==> config.mk <==
export PLATFORM = sky130hd
export DESIGN_NAME = instr_prefetch_buffer
export DESIGN_NICKNAME = d
export VERILOG_FILES = /design/src/rtl/instr_prefetch_buffer.sv
export SDC_FILE = /design/constraint.sdc
export NUM_CORES = 1
export LEC_CHECK = 0
export CAP_MARGIN = 20
export CORE_MARGIN = 2
export CORE_UTILIZATION = 54
export CTS_BUF_LIST = sky130_fd_sc_hd__clkbuf_16
export DETAILED_ROUTE_END_ITERATION = 10
export PLACE_DENSITY = 0.78
export SLEW_MARGIN = 20
export SYNTH_ARGS = -nofsm -noshare
export SYNTH_HDL_FRONTEND = slang
export SYNTH_SLANG_ARGS = --single-unit
export TNS_END_PERCENT = 5
==> constraint.sdc <==
create_clock -name clk -period 2.5 [get_ports clk]
set_input_delay 0.625 -clock clk [delete_from_list [all_inputs] [get_ports clk]]
set_output_delay 0.625 -clock clk [all_outputs]
set_load 0.005 [all_outputs]
==> src/rtl/instr_prefetch_buffer.sv <==
// Sequential instruction prefetcher: issues word reads to a 1-cycle-latency RAM and queues the returned words in a FIFO.
// Optional macro INSTR_PREFETCH_BYPASS_EN forwards return data straight to the fetch stage when the FIFO is empty.
module instr_prefetch_buffer #(
  parameter int unsigned DEPTH      = 4,
  parameter int unsigned ADDR_WIDTH = 15
) (
  input  logic                  clk,
  input  logic                  rst_n,
  input  logic                  fetch_en_i,
  input  logic                  branch_i,
  input  logic [ADDR_WIDTH-1:0] branch_addr_i,
  output logic                  instr_valid_o,
  input  logic                  instr_ready_i,
  output logic [31:0]           instr_rdata_o,
  output logic [ADDR_WIDTH-1:0] instr_addr_o,
  output logic                  ram_en_o,
  output logic [ADDR_WIDTH-1:0] ram_addr_o,
  input  logic [31:0]           ram_rdata_i
);

  localparam int unsigned PTR_W = $clog2(DEPTH);
  localparam int unsigned CNT_W = PTR_W + 1;

  typedef enum logic {
    IDLE = 1'b0,
    RUN  = 1'b1
  } state_e;

  state_e                state_q, state_d;
  logic [31:0]           mem_q [DEPTH];
  logic [31:0]           mem_d [DEPTH];
  logic [PTR_W-1:0]      wr_ptr_q, wr_ptr_d;
  logic [PTR_W-1:0]      rd_ptr_q, rd_ptr_d;
  logic [CNT_W-1:0]      count_q, count_d;
  logic                  inflight_q, inflight_d;
  logic [ADDR_WIDTH-1:0] next_addr_q, next_addr_d;
  logic [ADDR_WIDTH-1:0] head_addr_q, head_addr_d;

  logic [ADDR_WIDTH-1:0] branch_tgt;
  logic [CNT_W:0]        occupancy;
  logic                  has_space;
  logic                  ret_valid;
  logic                  fifo_valid;
  logic                  bypass_hit;
  logic                  pop;
  logic                  pop_fifo;
  logic                  push_fifo;
  logic                  unused_addr_bits;

  assign unused_addr_bits = ^branch_addr_i[1:0];
  assign branch_tgt       = {branch_addr_i[ADDR_WIDTH-1:2], 2'b00};
  assign occupancy        = {1'b0, count_q} + (CNT_W + 1)'(inflight_q);
  assign has_space        = occupancy < (CNT_W + 1)'(DEPTH);
  // A read returning in the branch cycle belongs to the old stream and is dropped.
  assign ret_valid        = inflight_q & ~branch_i;
  assign fifo_valid       = (count_q != '0);
  assign instr_addr_o     = head_addr_q;

  always_ff @(posedge clk or negedge rst_n) begin
    if (!rst_n) begin
      state_q <= IDLE;
    end else begin
      state_q <= state_d;
    end
  end

  always_comb begin
    state_d = state_q;
    unique case (state_q)
      IDLE:    if (branch_i) state_d = RUN;
      RUN:     state_d = RUN;
      default: state_d = IDLE;
    endcase
  end

  always_comb begin
    ram_en_o   = 1'b0;
    ram_addr_o = next_addr_q;
    if (branch_i) begin
      ram_en_o   = fetch_en_i;
      ram_addr_o = branch_tgt;
    end else if (state_q == RUN) begin
      ram_en_o = fetch_en_i & has_space;
    end
  end

  always_comb begin
`ifdef INSTR_PREFETCH_BYPASS_EN
    bypass_hit    = ret_valid & ~fifo_valid;
    instr_valid_o = fifo_valid | bypass_hit;
    instr_rdata_o = fifo_valid ? mem_q[rd_ptr_q] : (bypass_hit ? ram_rdata_i : '0);
`else
    bypass_hit    = 1'b0;
    instr_valid_o = fifo_valid;
    instr_rdata_o = fifo_valid ? mem_q[rd_ptr_q] : '0;
`endif
  end

  assign pop       = instr_valid_o & instr_ready_i & ~branch_i;
  assign pop_fifo  = pop & fifo_valid;
  assign push_fifo = ret_valid & ~(bypass_hit & instr_ready_i);

  always_comb begin
    mem_d       = mem_q;
    wr_ptr_d    = wr_ptr_q;
    rd_ptr_d    = rd_ptr_q;
    count_d     = count_q;
    head_addr_d = head_addr_q;
    inflight_d  = ram_en_o;
    next_addr_d = next_addr_q;
    if (ram_en_o) begin
      next_addr_d = ram_addr_o + ADDR_WIDTH'(4);
    end else if (branch_i) begin
      next_addr_d = branch_tgt;
    end
    if (branch_i) begin
      wr_ptr_d    = '0;
      rd_ptr_d    = '0;
      count_d     = '0;
      head_addr_d = branch_tgt;
    end else begin
      if (push_fifo) begin
        mem_d[wr_ptr_q] = ram_rdata_i;
        wr_ptr_d        = wr_ptr_q + PTR_W'(1);
      end
      if (pop_fifo) begin
        rd_ptr_d = rd_ptr_q + PTR_W'(1);
      end
      if (pop) begin
        head_addr_d = head_addr_q + ADDR_WIDTH'(4);
      end
      count_d = count_q + CNT_W'(push_fifo) - CNT_W'(pop_fifo);
    end
  end

  always_ff @(posedge clk or negedge rst_n) begin
    if (!rst_n) begin
      for (int unsigned i = 0; i < DEPTH; i++) begin
        mem_q[i] <= '0;
      end
      wr_ptr_q    <= '0;
      rd_ptr_q    <= '0;
      count_q     <= '0;
      inflight_q  <= 1'b0;
      next_addr_q <= '0;
      head_addr_q <= '0;
    end else begin
      mem_q       <= mem_d;
      wr_ptr_q    <= wr_ptr_d;
      rd_ptr_q    <= rd_ptr_d;
      count_q     <= count_d;
      inflight_q  <= inflight_d;
      next_addr_q <= next_addr_d;
      head_addr_q <= head_addr_d;
    end
  end

endmodule
# Yosys cells after proc, flatten, opt, wreduce, memory -nomap -nowiden
# Cells that the tools add are included.
# op_classes
add_sub_neg,7
mul,0
div_mod_pow,0
magnitude_cmp,4
n_eq_ne,0
shift,0
n_mux,20
bitwise_logic,9
reduce_logical,6
# op_table
cell,count
$bwmux 128,1
$mux 32,4
$bmux 32 s2,1
$demux 32 s2,1
$mux 15,4
$add 15x3->15 const B,2
$mux 2,4
$ge 3x3->1 const B,2
$not 2->3,2
$reduce_bool 2->1,3
$and 1x1->1,5
$add 2x1->2 const B,2
$add 3x1->4,1
$lt 4x3->1 const B,1
$add 3x1->3,1
$lt 3x1->1 const B,1
$mux 1,3
$mux 3,1
$reduce_bool 3->1,1
$sub 3x1->3,1
$not 1->1,2
$pmux 1 s2,1
$reduce_and 2->1,1
$logic_and 1x1->1,1
# totals
regBits,167
latchBits,0
mem_bits_rw,0
rom_bits,0
memories,0

# Longest topological paths before layout
# depth
depth_word,6
depth_mapped,11
mapped_depth_nobuf,9

# Worst setup path before layout
# OpenSTA, ideal clock, no wires.
# synth_path
path_type,input to register
from,input branch_i
to,register count_q[2]
arrival_time_ns,2.139
slack_ns,0.229
stages,11
path_buffers,3
cell_sequence,buf_4 buf_6 buf_2 nor2b_1 ha_1 inv_1 ha_1 inv_1 fa_1 xnor2_1 nor2_1
# synth_between
elab_chain_len,5
# synth_rtl
element,line_no,source
from (decl),10,"input logic branch_i,"
$not 1->1 (no source line),n/a,
$and 1x1->1 (on tied branches),"55, 99",
$add 3x1->3 or $and 1x1->1 (tied branches),"132, 100",
$sub 3x1->3,132,count_d = count_q + CNT_W'(push_fifo) - CNT_W'(pop_fifo);
$mux 3 (*),116,if (branch_i) begin
via count_d[2],34,"logic [CNT_W-1:0] count_q, count_d;"
to (signal assigned),151,count_q <= count_d;
to (decl),34,
# Mark *: on every way through the listed nets, which the timed path passes. The rest lies on a longest branch.
# A chain may end at the register's enable or synchronous reset.

# Worst setup path in the final report
# layout_path
from,register rd_ptr_q[0]
to,output instr_rdata_o[21]
# layout_between
elab_chain_len,5
# layout_rtl
element,line_no,source
from (decl),33,"logic [PTR_W-1:0] rd_ptr_q, rd_ptr_d;"
from (signal assigned),150,rd_ptr_q <= rd_ptr_d;
$not 2->3 (not written as such),95,instr_rdata_o = fifo_valid ? mem_q[rd_ptr_q] : '0;
$bmux 32 s2,95,
$mux 32 (not written as such) (2 in a row),95,
$mux 32,95,
to (decl),14,"output logic [31:0] instr_rdata_o,"
# No other way between the ends. The select of a mux whose other input is x is not followed.

==> results.ini <==
[drt]
detail-route-antenna-nets=0
dr.pass1.iters=4
vias_per_cell=5.52
wl_per_cell_um=18.8
drc=0
vias=5059
drt-total-wl_um=17300
drt_iter0_markers=349

[status]
violations=negative setup slack
status=complete, but fails checks

[placed_design]
post-place-ws_ps=-325
place_congestion=0.832
placed_cells=877
portBuffers=111
hpwl_um=11300

[min_path]
hold_path.class=in2async

[pwr]
ir_worst_vdd_mv=0.692
leakagePower_nw=4.52
p_per_area_nw_per_um2=1160

[global_routing]
track_usage=0.230
grt_pass1_vias=5471
grt_overflow=0
grt_max_degree=55
antenna_found_initial=0
grt_pass1_wl_um=28200

[cells_and_area]
finalNetCount=787
drive_gt1_frac=0.434
finish.utilization=0.729
diodes=0
final-seq-area_um2=4130
multiInputGateArea_um2=3490
instances_no_fill=917
area_growth_pct=30.6
fill_cells=934

[clocking]
clock-root-buffer=clkbuf_16
path_clk_slew_ps=60
cts_buffers=17
clk_latency_ps=420
h-tree-depth=4
cts_tree=built
cts_hold_buffers=0
clock_path_buffers=2
cts_sinks=165

[setup_path]
reg2reg_slack_ps=440
worst_ep_arrival_time_ps=1970
cp-end-kind=output port
crit_type=reg2out
r2r-end=count_q[2]
cp_max_fo=5
r2r-start=count_q[1]
reg2reg_depth=9
critPathRequiredTime_ps=1880
cp-start-kind=flop

[sta]
hold_ws_ps=154
rsz0062_at_grt=yes
fin_crit_ps=2590
maxSlewViolCount=0
setup_ws_ps=-94.3
max_slew_margin=0.652
final-hold-violation-count=0
max_freq_mhz=385
setup_viol=21
tightest_slew_ps=521
period_share=1.04
fin_skew_ps=5.21

[synthesis]
synth_cell_types=38
syn_area_um2=7800
ys_ff_latch=165
ys_seq_area_frac=0.529
synth.avg_cell_area_um2=13.8
synth_cells=564
yosys_warnings=0

[floorplanning]
initial_core_util=0.558
die_h_um=124
io_pins=116
num_rows=43
die_area_um2=15400
die_w_um=124
core-area_um2=14000

[run]
max_cap_viol_count=0

repair_timing:
item,in CTS,in global routing
setup buffers,0,7
gates resized for setup,101,44
gates cloned,0,2
pin swaps,12,5
setup endpoints to repair,49,41
synthesized netlist by cell type:
cell	instances	share of area
dfrtp_1	165	0.53
mux2_2	128	0.18
nand2_1	34	0.016
and2_1	33	0.026
mux4_2	32	0.092
o21ai_0	21	0.013
xnor2_1	20	0.022
inv_1	17	0.0082
buf_2	16	0.010
nand4_1	14	0.011
buf_4	10	0.0096
ha_1	9	0.014
nor2_1	9	0.0043
xor2_1	8	0.0090
clkbuf_1	7	0.0034
mux2i_1	5	0.0064
nand3_1	4	0.0026
nor2b_1	4	0.0032
and3_1	3	0.0024
nand2b_1	3	0.0024
and4_1	2	0.0022
buf_6	2	0.0029
o21ai_1	2	0.0013
o22ai_1	2	0.0016
a31o_1	1	0.0011
a32oi_4	1	0.0035
and2b_1	1	0.00096
and2b_2	1	0.0011
and3_2	1	0.00096
conb_1	1	0.00048
fa_1	1	0.0026
inv_2	1	0.00048
nand2_2	1	0.00080
nand3_2	1	0.0013
o31a_1	1	0.0011
o32ai_4	1	0.0035
or2_2	1	0.00080
or3_1	1	0.00080
routing by layer:
layer,wire length [um],share of wire,up-vias,GRT usage
met2,8770,0.51,124,0.390
met4,377,0.022,0,0.0899
li1,-,-,2324,-
met1,7510,0.43,2584,0.294
met3,624,0.036,27,0.0465
met5,0,0,-,0
final cells by class:
type / count / area share
flip-flops and latches: 165 / 0.406
multi-input cells: 347 / 0.342
repair buffers: 176 / 0.168
clock buffers: 17 / 0.0417
well taps: 180 / 0.0221
clock inverters: 14 / 0.0141
inverters: 18 / 0.00663
cell usage in the layout, fill, tap and decap left out, types with 4 or more instances in the layout:
| master | count |
|---|---|
| and2_1 | 9 |
| and2_4 | 24 |
| buf_12 | 15 |
| buf_4 | 42 |
| buf_6 | 8 |
| clkbuf_16 | 18 |
| clkbuf_2 | 23 |
| clkdlybuf4s15_1 | 4 |
| clkdlybuf4s50_1 | 71 |
| clkinv_1 | 5 |
| dfrtp_1 | 162 |
| dlygate4sd2_1 | 7 |
| ha_1 | 9 |
| inv_1 | 18 |
| mux2_2 | 128 |
| mux2i_1 | 5 |
| mux4_2 | 32 |
| nand2_1 | 30 |
| nand2_2 | 5 |
| nand3_1 | 4 |
| nand4_1 | 14 |
| nor2_1 | 9 |
| o21ai_0 | 17 |
| o21ai_1 | 6 |
| xnor2_1 | 20 |
| xor2_1 | 8 |
logic make-up (layout without fill, tap and decap cells):
group,count (synthesis),after routing,synth area share
fa+ha+maj,10,10,0.0170
xor+xnor,28,28,0.0314
mux,165,165,0.284
buf+inv,53,225,0.0348
simple gates,113,113,0.0779
other cells,1,2,0.000481
flops,165,165,0.529
compound gates,29,29,0.0257
sequential cells by signal, summed over array words and instances (netlist names):
| name | cells |
|---|---|
| inflight_q | 1 |
| state_q | 1 |
| instr_addr_o | 13 |
| mem_q | 128 |
| rd_ptr_q | 2 |
| wr_ptr_q | 2 |
| next_addr_q | 15 |
| count_q | 3 |
worst max-delay path by stage:
stage          cells past startpoint                 to   startpoint  slack (ps)
2_1_floorplan                     11         count_q[2]     branch_i         230
3_3_place_gp                       6           ram_en_o     branch_i        -290
3_5_place_dp                       6      ram_addr_o[8]     branch_i        -330
4_1_cts                            4   instr_rdata_o[9]  rd_ptr_q[0]        -160
5_1_grt                            6  instr_rdata_o[21]  rd_ptr_q[0]        -150
6_report                           6  instr_rdata_o[21]  rd_ptr_q[0]         -90
metrics by stage:
step,total power [mW],instance area [um2],TNS (ps)
3_3_place_gp,8.81,9540,-3720
5_1_grt,12.5,10200,-2310
4_1_cts,11.7,10100,-2280
6_report,11.8,10200,-531
2_1_floorplan,7.09,7810,0
3_5_place_dp,9.08,9540,-5590
critical path, stage by stage, from the launching register on:
cell     delay [ps]
dfrtp_2         430
buf_12          150
buf_12          120
buf_6           100
mux4_2          480
and2_4          160
buf_6           110
power by group:
group	internal, mW	switching, mW
registers	3.81	0.635
clock network	1.54	1.02
logic	3.04	1.78
total	8.39	3.43
No activity file was read; power rests on OpenSTA's default activity.
